==> src/rtl/bramac_pkg.sv <==
// Shared definitions for the BrAMAC job sequencer: instruction-word bit positions,
// precision modes, sequencer states and the mode-to-precision helper.
package bramac_pkg;

  localparam int INST_W       = 40;
  localparam int INST_RST     = 24;
  localparam int INST_START   = 23;
  localparam int INST_DONE    = 22;
  localparam int INST_COPY    = 21;
  localparam int INST_MODE_HI = 20;
  localparam int INST_MODE_LO = 19;
  localparam int INST_ROW_HI  = 18;
  localparam int INST_ROW_LO  = 12;
  localparam int INST_COL1_HI = 11;
  localparam int INST_COL1_LO = 10;
  localparam int INST_COL2_HI = 9;
  localparam int INST_COL2_LO = 8;
  localparam int INST_IN_HI   = 7;
  localparam int INST_IN_LO   = 0;

  typedef enum logic [1:0] {
    MODE_ILLEGAL = 2'b00,
    MODE_2B      = 2'b01,
    MODE_4B      = 2'b10,
    MODE_8B      = 2'b11
  } mode_t;

  typedef enum logic [2:0] {
    S_IDLE,
    S_RST,
    S_START,
    S_MODE,
    S_W1,
    S_W2,
    S_ITER,
    S_WAIT
  } seq_state_t;

  // Operand precision P in bits; the engine spends P cycles on bit-serial products.
  function automatic logic [3:0] mode_to_prec(input mode_t m);
    case (m)
      MODE_2B: return 4'd2;
      MODE_4B: return 4'd4;
      MODE_8B: return 4'd8;
      default: return 4'd0;
    endcase
  endfunction

endpackage

==> src/rtl/bramac_act_fifo.sv <==
// Activation byte FIFO with occupancy count and combinational head read.
// A push on a full FIFO is accepted only when a pop frees a slot in the same cycle.
module bramac_act_fifo #(
  parameter int DEPTH = 16,
  parameter int CNT_W = $clog2(DEPTH) + 1
) (
  input  logic             clk,
  input  logic             rst,
  input  logic             push,
  input  logic [7:0]       din,
  input  logic             pop,
  output logic [7:0]       dout,
  output logic             full,
  output logic             empty,
  output logic [CNT_W-1:0] count
);

  localparam int AW = CNT_W - 1;

  logic [7:0]       mem [DEPTH];
  logic [AW-1:0]    wr_ptr_q, wr_ptr_d;
  logic [AW-1:0]    rd_ptr_q, rd_ptr_d;
  logic [CNT_W-1:0] count_q, count_d;
  logic             do_push, do_pop;

  always_comb begin
    do_pop   = pop && (count_q != '0);
    do_push  = push && ((count_q != CNT_W'(DEPTH)) || do_pop);
    wr_ptr_d = do_push ? wr_ptr_q + AW'(1) : wr_ptr_q;
    rd_ptr_d = do_pop ? rd_ptr_q + AW'(1) : rd_ptr_q;
    count_d  = count_q;
    case ({do_push, do_pop})
      2'b10:   count_d = count_q + CNT_W'(1);
      2'b01:   count_d = count_q - CNT_W'(1);
      default: count_d = count_q;
    endcase
  end

  always_ff @(posedge clk or posedge rst) begin
    if (rst) begin
      wr_ptr_q <= '0;
      rd_ptr_q <= '0;
      count_q  <= '0;
    end else begin
      wr_ptr_q <= wr_ptr_d;
      rd_ptr_q <= rd_ptr_d;
      count_q  <= count_d;
    end
  end

  always_ff @(posedge clk) begin
    if (do_push) mem[wr_ptr_q] <= din;
  end

  assign dout  = mem[rd_ptr_q];
  assign full  = (count_q == CNT_W'(DEPTH));
  assign empty = (count_q == '0);
  assign count = count_q;

endmodule

==> src/rtl/bramac_mac_sequencer.sv <==
// Job-level controller that drives one compute-mode M20K MAC engine with a registered
// instruction word. Optional perf counters are enabled by BRAMAC_SEQ_PERF_EN.
module bramac_mac_sequencer
  import bramac_pkg::*;
#(
  parameter int ACT_DEPTH = 16,
  parameter int MAX_ITER  = 64
) (
  input  logic              clk,
  input  logic              rst,
  input  logic              job_valid,
  output logic              job_ready,
  input  logic [1:0]        job_mode,
  input  logic [6:0]        job_niter,
  input  logic [6:0]        job_row,
  input  logic [1:0]        job_col1,
  input  logic [1:0]        job_col2,
  input  logic              act_valid,
  output logic              act_ready,
  input  logic [7:0]        act_data,
  output logic              comp_en,
  output logic [INST_W-1:0] inst,
  output logic              res_valid,
  input  logic              res_ready,
  output logic              err
`ifdef BRAMAC_SEQ_PERF_EN
  ,
  output logic [31:0]       perf_cycles,
  output logic [15:0]       perf_jobs
`endif
);

  localparam int CNT_W = $clog2(ACT_DEPTH) + 1;

  // Handshakes: a transfer happens on a clock edge where valid and ready are both high;
  // job_ready is high only in S_IDLE and act_ready only while the FIFO has a free slot.

  seq_state_t        state_q, state_d;
  mode_t             mode_q, mode_d;
  logic [6:0]        niter_q, niter_d;
  logic [6:0]        row_q, row_d;
  logic [1:0]        col1_q, col1_d;
  logic [1:0]        col2_q, col2_d;
  logic [6:0]        k_q, k_d;
  logic [3:0]        off_q, off_d;
  logic [INST_W-1:0] inst_q, inst_d;
  logic              err_q, err_d;

  logic              pop_req;
  logic              job_legal;
  logic              not_last;
  logic [3:0]        add_off, last_off;
  logic [7:0]        fifo_dout;
  logic              fifo_full, fifo_empty;
  logic [CNT_W-1:0]  fifo_count;

  bramac_act_fifo #(
    .DEPTH (ACT_DEPTH),
    .CNT_W (CNT_W)
  ) u_fifo (
    .clk   (clk),
    .rst   (rst),
    .push  (act_valid && act_ready),
    .din   (act_data),
    .pop   (pop_req),
    .dout  (fifo_dout),
    .full  (fifo_full),
    .empty (fifo_empty),
    .count (fifo_count)
  );

  assign add_off   = mode_to_prec(mode_q) + 4'd1;
  assign last_off  = mode_to_prec(mode_q) + 4'd2;
  assign job_legal = (job_mode != 2'b00) && (job_niter != 7'd0) && (int'(job_niter) <= MAX_ITER);

  // inst_d describes the cycle the FSM is entering, so inst always lines up with state_q.
  always_comb begin
    state_d  = state_q;
    mode_d   = mode_q;
    niter_d  = niter_q;
    row_d    = row_q;
    col1_d   = col1_q;
    col2_d   = col2_q;
    k_d      = k_q;
    off_d    = off_q;
    inst_d   = '0;
    err_d    = err_q;
    pop_req  = 1'b0;
    not_last = 1'b0;

    case (state_q)
      S_IDLE: begin
        if (job_valid) begin
          if (job_legal) begin
            state_d          = S_RST;
            mode_d           = mode_t'(job_mode);
            niter_d          = job_niter;
            row_d            = job_row;
            col1_d           = job_col1;
            col2_d           = job_col2;
            inst_d[INST_RST] = 1'b1;
          end else begin
            err_d = 1'b1;
          end
        end
      end
      S_RST: begin
        // The engine cannot stall, so the first weight pair's activations must be on hand.
        if (fifo_count >= CNT_W'(2)) begin
          state_d            = S_START;
          inst_d[INST_START] = 1'b1;
        end else begin
          inst_d[INST_RST] = 1'b1;
        end
      end
      S_START: begin
        state_d                           = S_MODE;
        inst_d[INST_MODE_HI:INST_MODE_LO] = mode_q;
      end
      S_MODE: begin
        state_d                           = S_W1;
        inst_d[INST_ROW_HI:INST_ROW_LO]   = row_q;
        inst_d[INST_COL1_HI:INST_COL1_LO] = col1_q;
        pop_req                           = 1'b1;
      end
      S_W1: begin
        state_d                           = S_W2;
        inst_d[INST_ROW_HI:INST_ROW_LO]   = row_q;
        inst_d[INST_COL2_HI:INST_COL2_LO] = col2_q;
        pop_req                           = 1'b1;
      end
      S_W2: begin
        state_d = S_ITER;
        k_d     = 7'd0;
        off_d   = 4'd0;
      end
      S_ITER: begin
        if (off_q == last_off) begin
          if (k_q == niter_q - 7'd1) begin
            state_d = S_WAIT;
          end else begin
            k_d   = k_q + 7'd1;
            off_d = 4'd0;
          end
        end else begin
          off_d = off_q + 4'd1;
        end
        not_last = (k_d != niter_q - 7'd1);
        if (state_d == S_ITER) begin
          if (off_d == add_off && not_last) begin
            inst_d[INST_COPY]                 = 1'b1;
            inst_d[INST_ROW_HI:INST_ROW_LO]   = row_q + k_d + 7'd1;
            inst_d[INST_COL1_HI:INST_COL1_LO] = col1_q;
            pop_req                           = 1'b1;
          end else if (off_d == last_off) begin
            if (not_last) pop_req = 1'b1;
            else inst_d[INST_DONE] = 1'b1;
          end
        end
      end
      S_WAIT: begin
        if (res_ready) state_d = S_IDLE;
      end
      default: state_d = S_IDLE;
    endcase

    // Underrun feeds a zero byte to the engine and flags the job rather than stalling.
    if (pop_req) begin
      inst_d[INST_IN_HI:INST_IN_LO] = fifo_empty ? 8'h00 : fifo_dout;
      if (fifo_empty) err_d = 1'b1;
    end
  end

  always_ff @(posedge clk or posedge rst) begin
    if (rst) begin
      state_q <= S_IDLE;
      mode_q  <= MODE_ILLEGAL;
      niter_q <= '0;
      row_q   <= '0;
      col1_q  <= '0;
      col2_q  <= '0;
      k_q     <= '0;
      off_q   <= '0;
      inst_q  <= '0;
      err_q   <= 1'b0;
    end else begin
      state_q <= state_d;
      mode_q  <= mode_d;
      niter_q <= niter_d;
      row_q   <= row_d;
      col1_q  <= col1_d;
      col2_q  <= col2_d;
      k_q     <= k_d;
      off_q   <= off_d;
      inst_q  <= inst_d;
      err_q   <= err_d;
    end
  end

  assign job_ready = (state_q == S_IDLE);
  assign act_ready = !fifo_full;
  assign comp_en   = (state_q != S_IDLE);
  assign res_valid = (state_q == S_WAIT);
  assign inst      = inst_q;
  assign err       = err_q;

`ifdef BRAMAC_SEQ_PERF_EN
  logic [31:0] perf_cycles_q, perf_cycles_d;
  logic [15:0] perf_jobs_q, perf_jobs_d;

  always_comb begin
    perf_cycles_d = perf_cycles_q;
    perf_jobs_d   = perf_jobs_q;
    if (state_q != S_IDLE && perf_cycles_q != '1) perf_cycles_d = perf_cycles_q + 32'd1;
    if (state_q == S_WAIT && res_ready && perf_jobs_q != '1) perf_jobs_d = perf_jobs_q + 16'd1;
  end

  always_ff @(posedge clk or posedge rst) begin
    if (rst) begin
      perf_cycles_q <= '0;
      perf_jobs_q   <= '0;
    end else begin
      perf_cycles_q <= perf_cycles_d;
      perf_jobs_q   <= perf_jobs_d;
    end
  end

  assign perf_cycles = perf_cycles_q;
  assign perf_jobs   = perf_jobs_q;
`endif

endmodule

==> config.mk <==
export PLATFORM = sky130hd
export DESIGN_NAME = bramac_mac_sequencer
export DESIGN_NICKNAME = d
export VERILOG_FILES = /design/src/rtl/bramac_pkg.sv /design/src/rtl/bramac_act_fifo.sv /design/src/rtl/bramac_mac_sequencer.sv
export SDC_FILE = /design/constraint.sdc
export NUM_CORES = 1
export LEC_CHECK = 0
export CAP_MARGIN = 5
export CORE_MARGIN = 2
export CORE_UTILIZATION = 55
export CTS_CLUSTER_DIAMETER = 40
export DETAILED_ROUTE_END_ITERATION = 7
export GPL_TIMING_DRIVEN = 1
export HOLD_SLACK_MARGIN = 0.02
export PLACE_DENSITY = 0.72
export SKIP_LAST_GASP = 1
export SLEW_MARGIN = 20
export SYNTH_ARGS = -nofsm -noshare
export SYNTH_HDL_FRONTEND = slang
export SYNTH_SLANG_ARGS = --single-unit
==> constraint.sdc <==
create_clock -name clk -period 8 [get_ports clk]
set_input_delay 2 -clock clk [delete_from_list [all_inputs] [get_ports clk]]
set_output_delay 2 -clock clk [all_outputs]
set_load 0.05 [all_outputs]
== Word-level counts from Yosys, hierarchy flattened ==
Memory sizes are Yosys's and may differ from the RTL's.
Index checks and enable logic that the tools add are counted.
Operators by class
  add/sub/neg operators: 11
  eq/ne operators: 24
  muxes and demuxes: 50
  $lt $le $gt $ge: 2
  reduce and logical (&&, ||, !) cells: 19
Operator list (count)
  $pmux W7 S2: 2
  $pmux W3 S8: 1
  $mux W3: 7
  $mux W7: 3
  $mux W1: 20
  $mux W9: 2
  $add A4 B1 Y4 const B: 4
  $mux W8: 2
  $eq A3 B3 Y1 const B: 5
  $add A7 B1 Y7 const B: 2
  $eq A4 B4 Y1: 3
  $mux W4: 3
  $pmux W4 S3: 1
  $pmux W5 S2: 1
  $mux W2: 4
  $pmux W4 S2: 1
  $add A7 B7 Y7: 1
  $eq A7 B7 Y1: 1
  $le A7 B7 Y1 const B: 1
  $ne A7 B7 Y1: 1
  $reduce_bool A7 Y1: 1
  $sub A7 B1 Y7 const B: 1
  $eq A2 B2 Y1 const B: 3
  $eq A3 B2 Y1 const B: 2
  other kinds (23): 34
Word-level totals
  memories: 1
  output and inout port bits: 45
  input port bits: 33
  RAM bits: 128
  register bits after elaboration: 73
Memory list
  u_fifo.mem: words 16, bits a word 8, rd ports 1, clocked after memory_dff 0, write ports 1, RTL line bramac_act_fifo.sv:20  | logic [7:0] mem [DEPTH];

== Longest topological paths before layout ==
  word-level depth: 17
  mapped depth: 23
  mapped depth without buffers: 20

== Hierarchy ==
From an unflattened synthesis, not the netlist that was laid out.
Unflattened totals
  cell total of the unflattened synthesis: 670
  area total of the unflattened synthesis: 9382.7 µm²
Modules (own cells, without submodules)
  bramac_act_fifo: area each 5733.0 µm², cells each 296, seq. area each 4169.0 µm², instances 1
  bramac_mac_sequencer: area each 3649.8 µm², cells each 374, seq. area each 1501.4 µm², instances 1

== Least setup slack after synthesis ==
OpenSTA, ideal clock, no wires.
  kind: register -> register
  from: reg niter_q[0]
  to: reg u_fifo.count_q[4] (netlist: u_fifo.count[4])
  arrival: 4.553 ns
  slack: 3.322 ns
  stages on the path, launching flop included: 24
  clock period less this slack: 4.678 ns
  setup time: 0.125 ns
  data required time: 7.875 ns
  path buffers: 3
  path through: dfrtp_1 > inv_1 > ha_1 > nor3b_1 > xnor2_1 > or4b_4 > a31o_1 > buf_6 > nand2_2 > or4b_4 > a311oi_4 > o21ai_2 > buf_6 > inv_1 > ha_1 > clkbuf_1 > xor2_1 > ha_1 > o21ai_0 > a21oi_1 > a21oi_1 > xor2_1 > nor2_1 > xor2_1
On the way
  longest elaborated chain between the ends: 16
RTL lines
  start: declaration: RTL line bramac_mac_sequencer.sv:40  | logic [6:0] niter_q, niter_d;
  start signal: assignment: RTL line bramac_mac_sequencer.sv:189  | niter_q <= niter_d;
  $sub A7 B1 Y7 *: RTL line bramac_mac_sequencer.sv:139, bramac_mac_sequencer.sv:148
  $eq A7 B7 Y1: RTL line bramac_mac_sequencer.sv:139  | if (k_q == niter_q - 7'd1) begin
  $mux W7: RTL line bramac_mac_sequencer.sv:139
  $mux W7: RTL line bramac_mac_sequencer.sv:138  | if (off_q == last_off) begin
  $mux W7: RTL line bramac_mac_sequencer.sv:91  | case (state_q)
  $ne A7 B7 Y1: RTL line bramac_mac_sequencer.sv:148  | not_last = (k_d != niter_q - 7'd1);
  $mux W1: RTL line bramac_mac_sequencer.sv:156  | if (not_last) pop_req = 1'b1;
  $mux W1: RTL line bramac_mac_sequencer.sv:155  | end else if (off_d == last_off) begin
  $mux W1: RTL line bramac_mac_sequencer.sv:150  | if (off_d == add_off && not_last) begin
  $mux W1 *: RTL line bramac_mac_sequencer.sv:149  | if (state_d == S_ITER) begin
  $pmux W1 S2 *: RTL line bramac_mac_sequencer.sv:91
  $logic_and A1 B1 Y1 *: RTL line bramac_act_fifo.sv:27  | do_pop = pop && (count_q != '0);
  net u_fifo.do_pop: RTL line bramac_act_fifo.sv:24  | logic do_push, do_pop;
  $logic_or A1 B1 Y1: RTL line bramac_act_fifo.sv:28  | do_push = push && ((count_q != CNT_W'(DEPTH)) || do_pop);
  $logic_and A1 B1 Y1: RTL line bramac_act_fifo.sv:28
  $eq A2 B1 Y1 or $eq A2 B2 Y1 (tied branches): RTL line bramac_act_fifo.sv:32  | case ({do_push, do_pop})
  $pmux W5 S2 or $reduce_bool A2 Y1 (tied branches)
  end signal: assignment: RTL line bramac_act_fifo.sv:47  | count_q <= count_d;
  end: declaration: RTL line bramac_act_fifo.sv:23  | logic [CNT_W-1:0] count_q, count_d;
Mark *: on every way through the listed nets, which the timed path passes. The rest lies on a longest branch. The select of a mux whose other input is x is not followed.
A chain may end at the register's enable or synchronous reset.

== Final worst setup path ==
Ends and elaborated chain as after synthesis.

==> results.tsv <==
stage	metric	value	unit
outcome	run status	complete, no violations	
cts	Clock Latency Late Sink	0.55	ns
critical_path	Largest stage delay, worst path	0.67	ns
cts	TritonCTS clock tree	done	
floorplanning	die width	135.2	µm
synth	Seq cells post-synth	201	
sta	worst slew pin tran	0.9740	ns
power	VDD IR max	236.9	µV
critical_path	CP Class	reg2reg	
critical_path	reg-to-reg startpoint	niter_q[0]	
routing	via/cell ratio	5.927	
cts	CTS resizes	0	
sta	worst hold margin	0.5011	ns
critical_path	slowest CP cell	o21ai_2	
cts	clock transition at the registers of the reported paths	0.05	ns
cts	total setup buffers inserted after CTS	0	
sta	Slew headroom	34.47	%
placement	number of port buffers	62	
final_layout	# diodes	0	
sta	skew final	0.02330	ns
routing	Post-Route M1 WL	8012	µm
power	pwr/cell area	399.4	nW/µm²
synth	fraction of registers with async set/reset	36.32	%
placement	Post-DP HPWL	13320	µm
global_route	number of global-route vias before repair	5983	
routing	Antenna Nets Post-Route	0	
critical_path	CP Buf/Inv Count	2	
floorplanning	Rows	47	
cts	H-tree levels	1	
final_layout	Final Non-Filler Cells	981	
routing	First-pass DRT Iterations	5	
floorplanning	total core area	16700	µm²
sta	worst setup margin	2.368	ns
synth	Primary FF master, synth	edfxtp_1	
synth	Synth area leader	edfxtp_1	
sta	TNS Setup	0	ns
sta	Tcrit/Tclk final	70.40	%
synth	Unique masters post-synth	67	
critical_path	Critical Path Source	niter_q[0]	
routing	Post-Route WL	20490	µm
cts	CTS sink count	201	
critical_path	Worst Path Arrival	6.05	ns
synth	register area share after synthesis	59.88	%
final_layout	fin nets	794	
synth	Synth area leaders	edfxtp_1 (41%), dfrtp_1 (19%), mux4_2 (9.5%), ha_1 (2.8%), xnor2_1 (2.6%)	
sta	# setup viols final	0	
placement	Placed Cells	928	
synth	Post-Syn Area	9470	µm²
worst_hold_path	worst min path class	reg2reg	
synth	most frequent cell after synthesis	edfxtp_1	
critical_path	endpoint class of the critical path	register	
placement	Setup WS pre-CTS	2.424	ns
synth	share of the synthesized area in the top cell type	40.59	%
synth	Post-synth EDFFs	128	
critical_path	Worst EP required	8.42	ns
floorplanning	I/O pin count	78	
routing	drt drc	0	
critical_path	family with the most delay on the worst path	compound AO/OA/AOI/OAI gates	
cts	Max Buffers Root-to-Sink	3	
floorplanning	Die Span Y	135.2	µm
synth	largest family of logic cells by synthesized area	multiplexers	
routing	wire per inst	20.89	µm
floorplanning	Initial Utilization	56.71	%
sta	RSZ-0062 raised after global routing	no	
routing	met2 routed WL	10680	µm
sta	maximum clock rate	0.1775	GHz
synth	Simple-Gate Fraction of Synth Area	9.209	%
global_route	largest net degree at the start of global routing	74	
global_route	All-Layer GR Usage	23.18	%
cts	Inserted Clock Buffers	29	
sta	fin. max-slew vios	0	
synth	XOR/XNOR Fraction of Synth Area	4.479	%
critical_path	largest fanout on the critical path	11	
critical_path	crit-path cells	inv_1 > ha_1 > nor3b_1 > xnor2_1 > or4b_4 > a31oi_1 > o21ai_0 > a221oi_1 > a311oi_4 > o21ai_2 > inv_1 > ha_1 > xor2_1 > ha_1 > o21ai_0 > a21oi_1 > a21oi_1 > xor2_1 > nor2_1 > xor2_1	
synth	Compound-Gate Fraction of Synth Area	7.148	%
final_layout	layout overhead on the synthesized area	17.61	%
power	Leakage	4.193	nW
global_route	first-pass GRT wire length	32330	µm
sta	Final Hold Vio Count	0	
final_layout	share of layout cells above drive strength 1	18.27	%
run	max cap viols	0	
routing	DR WL met3	1145	µm
floorplanning	Die ar.	18280	µm²
cts	Hold-fix buffers, CTS	0	
synth	Yosys Warn Count	0	
sta	min Tclk post-route	5.632	ns
synth	post-synthesis mux area share	11.80	%
placement	GP Congestion	0.9607	
final_layout	fillers	1162	
synth	Mapped Avg Cell Area	13.95	µm²
worst_hold_path	min-delay src	u_fifo.count[4]	
synth	Mapped Cells	679	
critical_path	startpoint type of the worst setup path	register	
global_route	initial antenna violation count	0	
routing	Via Count	5814	
cts	Root Driver	clkbuf_16	
routing	Highest Signal Layer	met4	
synth	adder-cell share of the synthesized area	2.986	%
routing	initial drt markers	405	
synth	Synth top cells by count	edfxtp_1 (128), dfrtp_1 (73), nand2_1 (52)	
global_route	GR Overflow Total	0	
## cell families (layout without fill, tap and decap cells)
| kind of cell | after synthesis | after routing |
|---|---|---|
| AND/OR/NAND/NOR | 171 | 171 |
| multiplexers | 59 | 59 |
| adder cells (fa/ha/maj) | 22 | 22 |
| other | 1 | 15 |
| buffers and inverters | 78 | 146 |
| XOR/XNOR | 45 | 45 |
| flip-flops | 201 | 201 |
| AO/OA/AOI/OAI | 102 | 102 |
## placed cells by master (no fill, tap or decap), types with 4 or more instances in the layout
master / count
and3_1: 4
nand3_1: 10
a22o_1: 10
clkdlybuf4s50_1: 62
xnor2_1: 28
nand4_1: 4
a21oi_1: 16
mux4_2: 40
inv_6: 4
a21o_1: 5
nor2_1: 37
ha_1: 21
o31ai_1: 7
buf_4: 7
nor2b_2: 8
mux2_2: 17
nand2b_1: 8
nor4_1: 7
dfrtp_1: 71
inv_1: 23
clkbuf_16: 30
nor3_1: 16
clkinv_2: 4
o21ai_0: 35
clkinvlp_4: 4
o211ai_1: 5
nor2b_1: 4
conb_1: 15
nand2_1: 52
edfxtp_1: 128
xor2_1: 14
## power breakdown
part | internal (mW) | total, mW | leakage [nW] | switching (mW)
clock network | 0.776 | 1.27 | 0.478 | 0.497
registers | 1.31 | 1.57 | 2.09 | 0.254
logic | 0.712 | 1.61 | 1.62 | 0.896
total | 2.80 | 4.45 | 4.19 | 1.65
## routing by layer
layer  vias to the layer above  global-route usage (%)
met5                         -                       0
met4                         0                   8.333
met3                        48                   3.741
met2                       210                   40.89
met1                      2937                   29.17
li1                       2619                       -
## path summary, 6_finish.rpt
path / end / slack [ns] / cells past startpoint
min in group asynchronous: u_fifo.wr_ptr_q[1] / 2.06 / 3
max: u_fifo.count[4] / 2.37 / 20
max reg2reg: u_fifo.count[4] / 2.37 / 20
min reg2reg: u_fifo.count[4] / 0.50 / 1
min: u_fifo.count[4] / 0.50 / 1
max in group asynchronous: u_fifo.rd_ptr_q[1] / 5.29 / 3
## layout make-up
type / count / area [µm²] / share of cell area, %
multi-input combinational: 414 / 3431 / 30.80
tap: 220 / 275.3 / 2.471
clock inverter: 20 / 222.7 / 2.000
sequential: 201 / 5673 / 50.93
timing repair buffer: 69 / 673.1 / 6.044
inverter: 24 / 91.34 / 0.8200
clock buffer: 33 / 772.0 / 6.931
## flip-flops by register name (all words and copies together), names as in the netlist, 3 cells and up
register / flops
u_fifo.wr_ptr_q: 4
state_q: 3
row_q: 7
u_fifo.rd_ptr_q: 4
k_q: 7
inst: 25
u_fifo.count: 5
off_q: 4
niter_q: 7
u_fifo.mem: 128
## stage by stage
| step | util (%) | instance area (µm²) | total power, mW |
|---|---|---|---|
| global placement | 60.73 | 10140 | 3.114 |
| global route | 66.69 | 11140 | 4.676 |
| CTS | 66.68 | 11140 | 4.467 |
| detailed placement | 60.73 | 10140 | 3.172 |
| floorplan | - | 9523 | 2.782 |
| finish | 66.69 | 11140 | 4.449 |
No activity file was read; power rests on OpenSTA's default activity.
